## config.mk

```make
export PLATFORM = sky130hd
export DESIGN_NAME = fixed_to_float
export DESIGN_NICKNAME = d
export VERILOG_FILES = /design/src/rtl/fixed_to_float.sv
export SDC_FILE = /design/constraint.sdc
export NUM_CORES = 1
export LEC_CHECK = 0
export ABC_CLOCK_PERIOD_IN_PS = 4890
export BUFFER_PORTS_ARGS = -buffer_cell sky130_fd_sc_hd__buf_2
export CORE_ASPECT_RATIO = 0.7
export CORE_MARGIN = 8
export CORE_UTILIZATION = 35
export CTS_CLUSTER_DIAMETER = 60
export DETAILED_ROUTE_END_ITERATION = 6
export GPL_TIMING_DRIVEN = 0
export PLACE_DENSITY = 0.54
export SETUP_SLACK_MARGIN = 0.3
export SLEW_MARGIN = 20
export SYNTH_ARGS = -nofsm -noshare
export SYNTH_HDL_FRONTEND = slang
export SYNTH_SLANG_ARGS = --single-unit
```

## constraint.sdc

```tcl
create_clock -name clk -period 4.89 [get_ports clk]
set_input_delay 0.489 -clock clk [delete_from_list [all_inputs] [get_ports clk]]
set_output_delay 0.489 -clock clk [all_outputs]
set_load 0.03 [all_outputs]
```

## src/rtl/fixed_to_float.sv

```systemverilog
`default_nettype none
// ============================================================================
// Module   : fixed_to_float
// Purpose  : Q2.24 signed fixed-point to IEEE-754 single precision converter,
//            valid/ready pipeline (S1 sign/magnitude, S2 leading-one,
//            S3 normalise, output stage rounds and packs). 3-cycle latency.
// Options  : FIXED_TO_FLOAT_ROUND_EN - round-to-nearest-even when defined,
//            truncation toward zero otherwise.
// Revision : 1.0 - initial release
// ============================================================================
module fixed_to_float (
    input  logic        clk,
    input  logic        rst,
    input  logic [25:0] fixedpoint_in,
    input  logic        in_valid,
    output logic        in_ready,
    output logic [31:0] result,
    output logic        out_valid,
    input  logic        out_ready
);

    localparam logic [7:0] c_exp_bias = 8'd103;
    localparam logic [4:0] c_top_bit  = 5'd25;

    // Global pipeline enable: every stage moves together or not at all.
    logic        w_advance;

    logic        s1_valid_q, s1_valid_d;
    logic        s1_sign_q,  s1_sign_d;
    logic [25:0] s1_mag_q,   s1_mag_d;

    logic        s2_valid_q, s2_valid_d;
    logic        s2_sign_q,  s2_sign_d;
    logic [25:0] s2_mag_q,   s2_mag_d;
    logic [4:0]  s2_pos_q,   s2_pos_d;

    logic        s3_valid_q, s3_valid_d;
    logic        s3_sign_q,  s3_sign_d;
    logic        s3_zero_q,  s3_zero_d;
    logic [7:0]  s3_exp_q,   s3_exp_d;
    logic [22:0] s3_frac_q,  s3_frac_d;
`ifdef FIXED_TO_FLOAT_ROUND_EN
    logic [1:0]  s3_grd_q,   s3_grd_d;
`endif

    logic        out_valid_q, out_valid_d;
    logic [31:0] result_q,    result_d;

    logic [25:0] w_mag;
    logic [4:0]  w_pos;
    logic [25:0] w_norm;
    logic [7:0]  w_exp_rnd;
    logic [22:0] w_frac_rnd;
    logic [31:0] w_packed;

    assign w_advance = ~(out_valid_q & ~out_ready);
    assign in_ready  = w_advance;
    assign out_valid = out_valid_q;
    assign result    = result_q;

    // Magnitude of -2.0 is 2^25, which still fits the unsigned 26-bit field.
    assign w_mag = fixedpoint_in[25] ? (~fixedpoint_in + 26'd1) : fixedpoint_in;

    always_comb begin
        w_pos = '0;
        for (int i = 0; i < 26; i++) begin
            if (s1_mag_q[i]) begin
                w_pos = 5'(i);
            end
        end
    end

    // Leading one lands on bit 25; the two bits below the fraction are the
    // only bits that can ever be discarded, so no separate sticky is needed.
    assign w_norm = s2_mag_q << (c_top_bit - s2_pos_q);

`ifdef FIXED_TO_FLOAT_ROUND_EN
    logic        w_round_up;
    logic [23:0] w_frac_sum;

    assign w_round_up = s3_grd_q[1] & (s3_grd_q[0] | s3_frac_q[0]);
    assign w_frac_sum = {1'b0, s3_frac_q} + {23'd0, w_round_up};
    assign w_frac_rnd = w_frac_sum[22:0];
    assign w_exp_rnd  = s3_exp_q + {7'd0, w_frac_sum[23]};
`else
    assign w_frac_rnd = s3_frac_q;
    assign w_exp_rnd  = s3_exp_q;
`endif

    assign w_packed = s3_zero_q ? 32'h0000_0000 : {s3_sign_q, w_exp_rnd, w_frac_rnd};

    always_comb begin
        s1_valid_d  = s1_valid_q;
        s1_sign_d   = s1_sign_q;
        s1_mag_d    = s1_mag_q;
        s2_valid_d  = s2_valid_q;
        s2_sign_d   = s2_sign_q;
        s2_mag_d    = s2_mag_q;
        s2_pos_d    = s2_pos_q;
        s3_valid_d  = s3_valid_q;
        s3_sign_d   = s3_sign_q;
        s3_zero_d   = s3_zero_q;
        s3_exp_d    = s3_exp_q;
        s3_frac_d   = s3_frac_q;
`ifdef FIXED_TO_FLOAT_ROUND_EN
        s3_grd_d    = s3_grd_q;
`endif
        out_valid_d = out_valid_q;
        result_d    = result_q;

        if (w_advance) begin
            s1_valid_d  = in_valid;
            s1_sign_d   = fixedpoint_in[25];
            s1_mag_d    = w_mag;

            s2_valid_d  = s1_valid_q;
            s2_sign_d   = s1_sign_q;
            s2_mag_d    = s1_mag_q;
            s2_pos_d    = w_pos;

            s3_valid_d  = s2_valid_q;
            s3_sign_d   = s2_sign_q;
            s3_zero_d   = ~w_norm[25];
            s3_exp_d    = c_exp_bias + {3'd0, s2_pos_q};
            s3_frac_d   = 23'(w_norm >> 2);
`ifdef FIXED_TO_FLOAT_ROUND_EN
            s3_grd_d    = w_norm[1:0];
`endif

            out_valid_d = s3_valid_q;
            if (s3_valid_q) begin
                result_d = w_packed;
            end
        end
    end

    always_ff @(posedge clk or negedge rst) begin
        if (!rst) begin
            s1_valid_q  <= 1'b0;
            s1_sign_q   <= 1'b0;
            s1_mag_q    <= '0;
            s2_valid_q  <= 1'b0;
            s2_sign_q   <= 1'b0;
            s2_mag_q    <= '0;
            s2_pos_q    <= '0;
            s3_valid_q  <= 1'b0;
            s3_sign_q   <= 1'b0;
            s3_zero_q   <= 1'b1;
            s3_exp_q    <= '0;
            s3_frac_q   <= '0;
`ifdef FIXED_TO_FLOAT_ROUND_EN
            s3_grd_q    <= '0;
`endif
            out_valid_q <= 1'b0;
            result_q    <= '0;
        end else begin
            s1_valid_q  <= s1_valid_d;
            s1_sign_q   <= s1_sign_d;
            s1_mag_q    <= s1_mag_d;
            s2_valid_q  <= s2_valid_d;
            s2_sign_q   <= s2_sign_d;
            s2_mag_q    <= s2_mag_d;
            s2_pos_q    <= s2_pos_d;
            s3_valid_q  <= s3_valid_d;
            s3_sign_q   <= s3_sign_d;
            s3_zero_q   <= s3_zero_d;
            s3_exp_q    <= s3_exp_d;
            s3_frac_q   <= s3_frac_d;
`ifdef FIXED_TO_FLOAT_ROUND_EN
            s3_grd_q    <= s3_grd_d;
`endif
            out_valid_q <= out_valid_d;
            result_q    <= result_d;
        end
    end

endmodule
`default_nettype wire

```

==> impl_metrics.py, run 1 <==
metrics = {
    "clock_network": {
        "cts_tree": "done",
        "cts_sinks": 128,
        "numCtsBuffers": 17,
        "cts_root_buf": "clkbuf_16",
        "h-tree-depth": 4,
        "clk_pin_slew_ns": 0.06,
        "post_cts_resized": 0,
        "clock_latency_ns": 0.42,
        "clk_path_buf_depth": 2,
    },
    "sta": {
        "min_period_ns": 3.48,
        "finClkSkew_ns": 0.0112,
        "drv_slew": 0,
        "post-route-period-util": 0.713,
        "fmax_mhz": 287,
        "worst_slack_ns": 1.41,
        "worst_pin_slew_ns": 1.03,
        "rsz0062_at_grt": "false",
        "finalHoldViolations": 0,
        "whs_ns": 0.266,
        "setup_violations": 0,
        "setup_tns_ns": 0,
        "slew_headroom": 0.307,
    },
    "place": {
        "hpwlAfterDp_um": 14900,
        "finalWeightedCongestion": 0.930,
        "placement.cell_area_um2": 7520,
        "place_ws_ns": 1.42,
        "dp.cells": 1084,
        "port-buffer-count": 62,
    },
    "drt": {
        "drc": 0,
        "antenna_left": 0,
        "wl_per_cell_um": 17.7,
        "drt-pass1-iter-count": 5,
        "drt_wl_total_um": 19700,
        "vias": 5848,
        "vias_per_cell": 5.24,
        "drt_iter0_drc": 465,
    },
    "logic_synthesis": {
        "synth_edf_count": 0,
        "syn_avg_cell_area_um2": 9.04,
        "synth_nets": 790,
        "synth_cell_types": 52,
        "synthFlopType": "dfrtp_1",
        "synth_top_area_share": 0.464,
        "ys_warn_count": 0,
        "syn_area_um2": 6850,
        "synth_area_leaders": "dfrtp_1 46%, nand2_1 11%, o21ai_0 6.1%",
        "synthArstFlopShare": 1.00,
        "yosys.area.top_type": "dfrtp_1",
        "yosys_register_bits": 128,
        "ys_seq_area_frac": 0.468,
        "synth_cells": 757,
    },
    "hold_path": {
        "min_path_type": "primary input to flop",
    },
    "power": {
        "combPwrFrac": 0.500,
        "internal-power_mw": 3.40,
        "p_per_area_nw_per_um2": 768,
        "swShare": 0.455,
        "p_leak_nw": 3.62,
        "p_seq_frac": 0.292,
        "vdd.ir_drop.worst_mv": 0.291,
        "clkPwrFrac": 0.208,
        "switchingPower_mw": 2.84,
    },
    "final_layout": {
        "fillers": 1986,
        "mostFrequentLayoutCells": "200 x nand2_1, 127 x dfrtp_1, 84 x o21ai_0",
        "layout_commonest_cell": "nand2_1",
        "fin_cells": 1115,
        "fin_nets": 873,
        "drive_gt1_frac": 0.149,
        "finalInstanceArea_um2": 8130,
        "area_growth_pct": 18.7,
        "multi_input_area_um2": 3410,
        "regArea_um2": 3200,
        "n_antenna_cell": 0,
    },
    "setup_path": {
        "required_ns": 5.18,
        "rrSetupSlack_ns": 1.41,
        "cp.arrival_ns": 3.78,
        "setup.worst_path.start_class": "flop",
        "cp_max_fo": 11,
        "end_kind": "flop",
        "critPathKind": "flop to flop",
    },
    "floorplanning": {
        "die_area_um2": 24400,
        "initial_core_util": 0.360,
        "boundaryPins": 64,
        "fp.dieW_um": 183,
        "rows": 42,
        "fp.coreArea_um2": 19000,
        "die_y_um": 133,
    },
    "global_routing": {
        "antenna_found_initial": 0,
        "grt_pass1_vias": 5805,
        "grt_overflow": 0,
        "grt_pass1_wl_um": 32600,
        "grt_max_degree": 77,
        "grt_usage": 0.169,
    },
    "run_status": {
        "status": "finished clean",
    },
    "run": {
        "drv_cap": 0,
    },
}
[worst max-delay path, stage by stage (launching register included)]
cell and delay, ns:
dfrtp_1 0.37, clkbuf_1 0.18, inv_2 0.22, clkbuf_1 0.51, ha_1 0.23, clkbuf_1 0.33
clkbuf_1 0.41, clkbuf_1 0.43, mux2i_1 0.34, nor2_1 0.07, a21oi_1 0.17, o21ai_0 0.10
[flip-flops by register name (all words and copies together) (netlist names)]
signal,cells
s2_pos_q,5
s2_valid_q,1
s3_frac_q,23
s3_zero_q,1
s1_sign_q,1
result,32
s1_mag_q,26
out_valid,1
s3_valid_q,1
s2_sign_q,1
s3_sign_q,1
s2_mag_q,26
s3_exp_q,8
s1_valid_q,1
[metrics by stage]
stage | power, mW | utilization
after floorplan | 3.94 | -
after global placement | 4.91 | 0.394
after detailed placement | 4.92 | 0.395
after CTS | 6.23 | 0.427
after global routing | 6.67 | 0.427
final | 6.24 | 0.427
[what timing repair did]
action                    in CTS  in global routing
hold buffers                   1                  0
setup buffers                  0                  0
hold endpoints to repair      39                  0
[power groups by stage]
stage / Sequential, mW / Clock [mW] / Combinational [mW]
after floorplan: 1.93 / 0 / 2.01
after global placement: 1.84 / 0 / 3.08
after detailed placement: 1.84 / 0 / 3.08
after CTS: 1.82 / 1.32 / 3.09
after global routing: 1.89 / 1.36 / 3.42
final: 1.83 / 1.30 / 3.12
[area by class of cell]
cell class / count / share of cell area
timing repair buffer: 64 / 0.0440
multi-input combinational: 568 / 0.419
inverter: 12 / 0.00554
tap: 264 / 0.0407
sequential: 128 / 0.394
clock inverter: 13 / 0.0205
buffer: 49 / 0.0234
clock buffer: 17 / 0.0524
[cells in the mapped netlist, types with 4 or more instances]
library cell / count
nand2_1: 200
dfrtp_1: 127
o21ai_0: 84
clkbuf_1: 35
nand2b_1: 35
mux2i_1: 34
nor2_1: 34
a21oi_1: 32
xor2_1: 24
mux4_2: 15
nor3_1: 14
inv_1: 10
buf_1: 9
o31ai_1: 9
nand3_1: 8
nor4_1: 7
buf_2: 5
nor2b_1: 5
xnor2_1: 5
a31oi_1: 4
a32o_1: 4
[worst paths after layout]
kind / from / to / cells past startpoint
worst max-delay path: s2_pos_q[1] / s3_frac_q[13] / 11
max in group asynchronous: rst / s3_zero_q / 3
worst min-delay path: in_valid / s1_valid_q / 3
min in group asynchronous: rst / s1_valid_q / 2
worst max register to register: s2_pos_q[1] / s3_frac_q[13] / 11
worst min register to register: result[8] / result[8] / 2
[per-layer routing]
metal / track usage / share of wire / vias up
met4: 0.0477 / 0.011 / 0
met2: 0.229 / 0.40 / 171
met5: 0 / 0 / -
met1: 0.257 / 0.52 / 2870
met3: 0.0410 / 0.071 / 19
li1: - / - / 2788
[cells by family after synthesis]
logic type	after synthesis	synth area share
compound gates	166	0.146
xor+xnor	29	0.0371
fa+ha+maj	3	0.00548
buf+inv	61	0.0344
flops	128	0.468
mux	52	0.104
simple gates	318	0.205
(Power assumes the default switching activity.)
==> inputs of run 2 (changes only) <==
- ABC_CLOCK_PERIOD_IN_PS: 4890 -> 3100
- PLACE_DENSITY: 0.54 -> 0.56
- clock period: 4.89 -> 3.1 ns (I/O delays scaled with it)
==> impl_metrics.py, run 2 (synthesis results as in run 1) <==
metrics = {
    "place": {
        "finalWeightedCongestion": 0.923,
        "hpwlAfterDp_um": 14900,
        "port-buffer-count": 62,
    },
    "clock_network": {
        "cts_root_buf": "clkbuf_16",
        "numCtsBuffers": 17,
        "cts_tree": "done",
        "clk_pin_slew_ns": 0.05,
        "clk_path_buf_depth": 2,
        "h-tree-depth": 4,
        "clock_latency_ns": 0.42,
        "cts_sinks": 128,
    },
    "floorplanning": {
        "die_area_um2": 24400,
        "initial_core_util": 0.360,
        "fp.dieW_um": 183,
        "die_y_um": 133,
        "fp.coreArea_um2": 19000,
        "boundaryPins": 64,
        "rows": 42,
    },
    "power": {
        "p_seq_frac": 0.291,
        "clkPwrFrac": 0.196,
        "switchingPower_mw": 4.48,
        "internal-power_mw": 5.43,
        "p_total_mw": 9.91,
        "p_per_area_nw_per_um2": 1210,
        "p_leak_nw": 3.65,
        "swShare": 0.452,
        "combPwrFrac": 0.513,
        "vdd.ir_drop.worst_mv": 0.432,
    },
    "sta": {
        "min_period_ns": 2.65,
        "drv_slew": 0,
        "rsz0062_at_grt": "false",
        "finalHoldViolations": 0,
        "whs_ns": 0.0966,
        "worst_pin_slew_ns": 1.01,
        "post-route-period-util": 0.853,
        "fmax_mhz": 378,
        "finClkSkew_ns": 0.00855,
        "setup_violations": 0,
        "slew_headroom": 0.319,
    },
    "setup_path": {
        "cp-startpoint": "s2_pos_q[1]",
        "cp_max_fo": 11,
        "r2r-start": "s2_pos_q[1]",
        "timing.rr.end": "s3_zero_q",
        "worstSetupEndpoint": "s3_zero_q",
        "end_kind": "flop",
        "setup.worst_path.start_class": "flop",
        "rrSetupSlack_ns": 0.45,
        "required_ns": 3.42,
        "critPathKind": "flop to flop",
        "cp.arrival_ns": 2.96,
        "reg2reg_depth": 10,
    },
    "global_routing": {
        "antenna_found_initial": 0,
        "grt_pass1_wl_um": 32500,
        "grt_overflow": 0,
        "grt_max_degree": 73,
        "grt_pass1_vias": 5844,
        "grt_usage": 0.169,
    },
    "final_layout": {
        "n_antenna_cell": 0,
        "layout_commonest_cell": "nand2_1",
        "largest_reg_flops": 32,
        "multi_input_area_um2": 3460,
        "regArea_um2": 3200,
        "mostFrequentLayoutCells": "200 x nand2_1, 127 x dfrtp_1, 82 x o21ai_0",
        "fin_nets": 873,
        "area_growth_pct": 19.3,
        "drive_gt1_frac": 0.162,
        "fillers": 1912,
    },
    "drt": {
        "wl_per_cell_um": 17.7,
        "drt-pass1-iter-count": 5,
        "drt_iter0_drc": 476,
        "vias_per_cell": 5.24,
        "drt_wl_total_um": 19800,
        "antenna_left": 0,
        "drc": 0,
        "vias": 5840,
    },
    "run_status": {
        "status": "finished clean",
    },
    "hold_path": {
        "min_path_type": "primary input to flop",
    },
    "run": {
        "drv_cap": 0,
    },
}
-- run 2: changes by cell type in the layout (fill, tap and decap cells not counted), sizes merged --
| cell | previous run | this run |
|---|---|---|
| clkinvlp | 3 | 1 |
| clkinv | 6 | 3 |
| buf | 77 | 78 |
| bufinv | 3 | 2 |
| inv | 13 | 12 |
| clkbuf | 52 | 58 |
-- run 2: power groups by stage --
stage               clock network, mW  registers [mW]  logic, mW
floorplan                           0            3.04       3.17
global placement                    0            2.89       4.84
detailed placement                  0            2.91       4.84
CTS                              1.98            2.88       4.94
global route                     2.04            2.99       5.57
finish                           1.94            2.89       5.08
-- run 2: through the flow --
stage	setup TNS, ns	setup slack, ns	utilization	area [um2]	std cells
2_1_floorplan	0	0.444	-	6850	757
3_3_place_gp	-11.30	-0.325	0.394	7490	1083
3_5_place_dp	-4.38	-0.293	0.395	7520	1084
4_1_cts	0	0.340	0.428	8140	1115
5_1_grt	0	0.335	0.429	8170	1115
6_report	0	0.455	0.429	8170	1115
-- run 2: metal layers --
metal,up-vias,GRT usage,wire (um),part of all wire
met5,-,0,0,0
met4,0,0.0482,268,0.014
met3,22,0.0432,1600,0.081
met2,207,0.227,7860,0.40
met1,2831,0.258,10000,0.51
li1,2780,-,-,-
-- run 2: worst min-delay path by stage --
stage | start | end | slack [ns] | depth (start not counted)
finish | in_valid | s1_valid_q | 0.1 | 3
global placement | s1_valid_q | s1_valid_q | 0.45 | 2
detailed placement | rst | out_valid | 0.27 | 1
global route | in_valid | s1_valid_q | 0.11 | 3
CTS | in_valid | s1_valid_q | 0.08 | 3
floorplan | rst | out_valid | 0.01 | 0
-- run 2: layout make-up --
class | count | area share
Sequential cell | 128 | 0.392
Tap cell | 264 | 0.0404
Clock inverter | 6 | 0.0101
Inverter | 12 | 0.00582
Buffer | 49 | 0.0250
Multi-Input combinational cell | 568 | 0.423
Timing Repair Buffer | 64 | 0.0438
Clock buffer | 24 | 0.0590
-- run 2: what timing repair did --
action / in CTS / in global routing
resized for setup: 14 / 9
hold endpoints to repair: 55 / 0
setup buffers: 0 / 0
hold buffers: 1 / 0
endpoints found under the setup margin: 25 / 14
-- run 2: critical path, stage by stage, from the launching register on --
cell	delay, ns
dfrtp_1	0.33
clkbuf_2	0.20
inv_4	0.10
buf_4	0.21
ha_1	0.28
clkbuf_2	0.19
clkbuf_2	0.27
mux4_2	0.34
mux2i_2	0.26
o22ai_1	0.12
a311oi_1	0.23
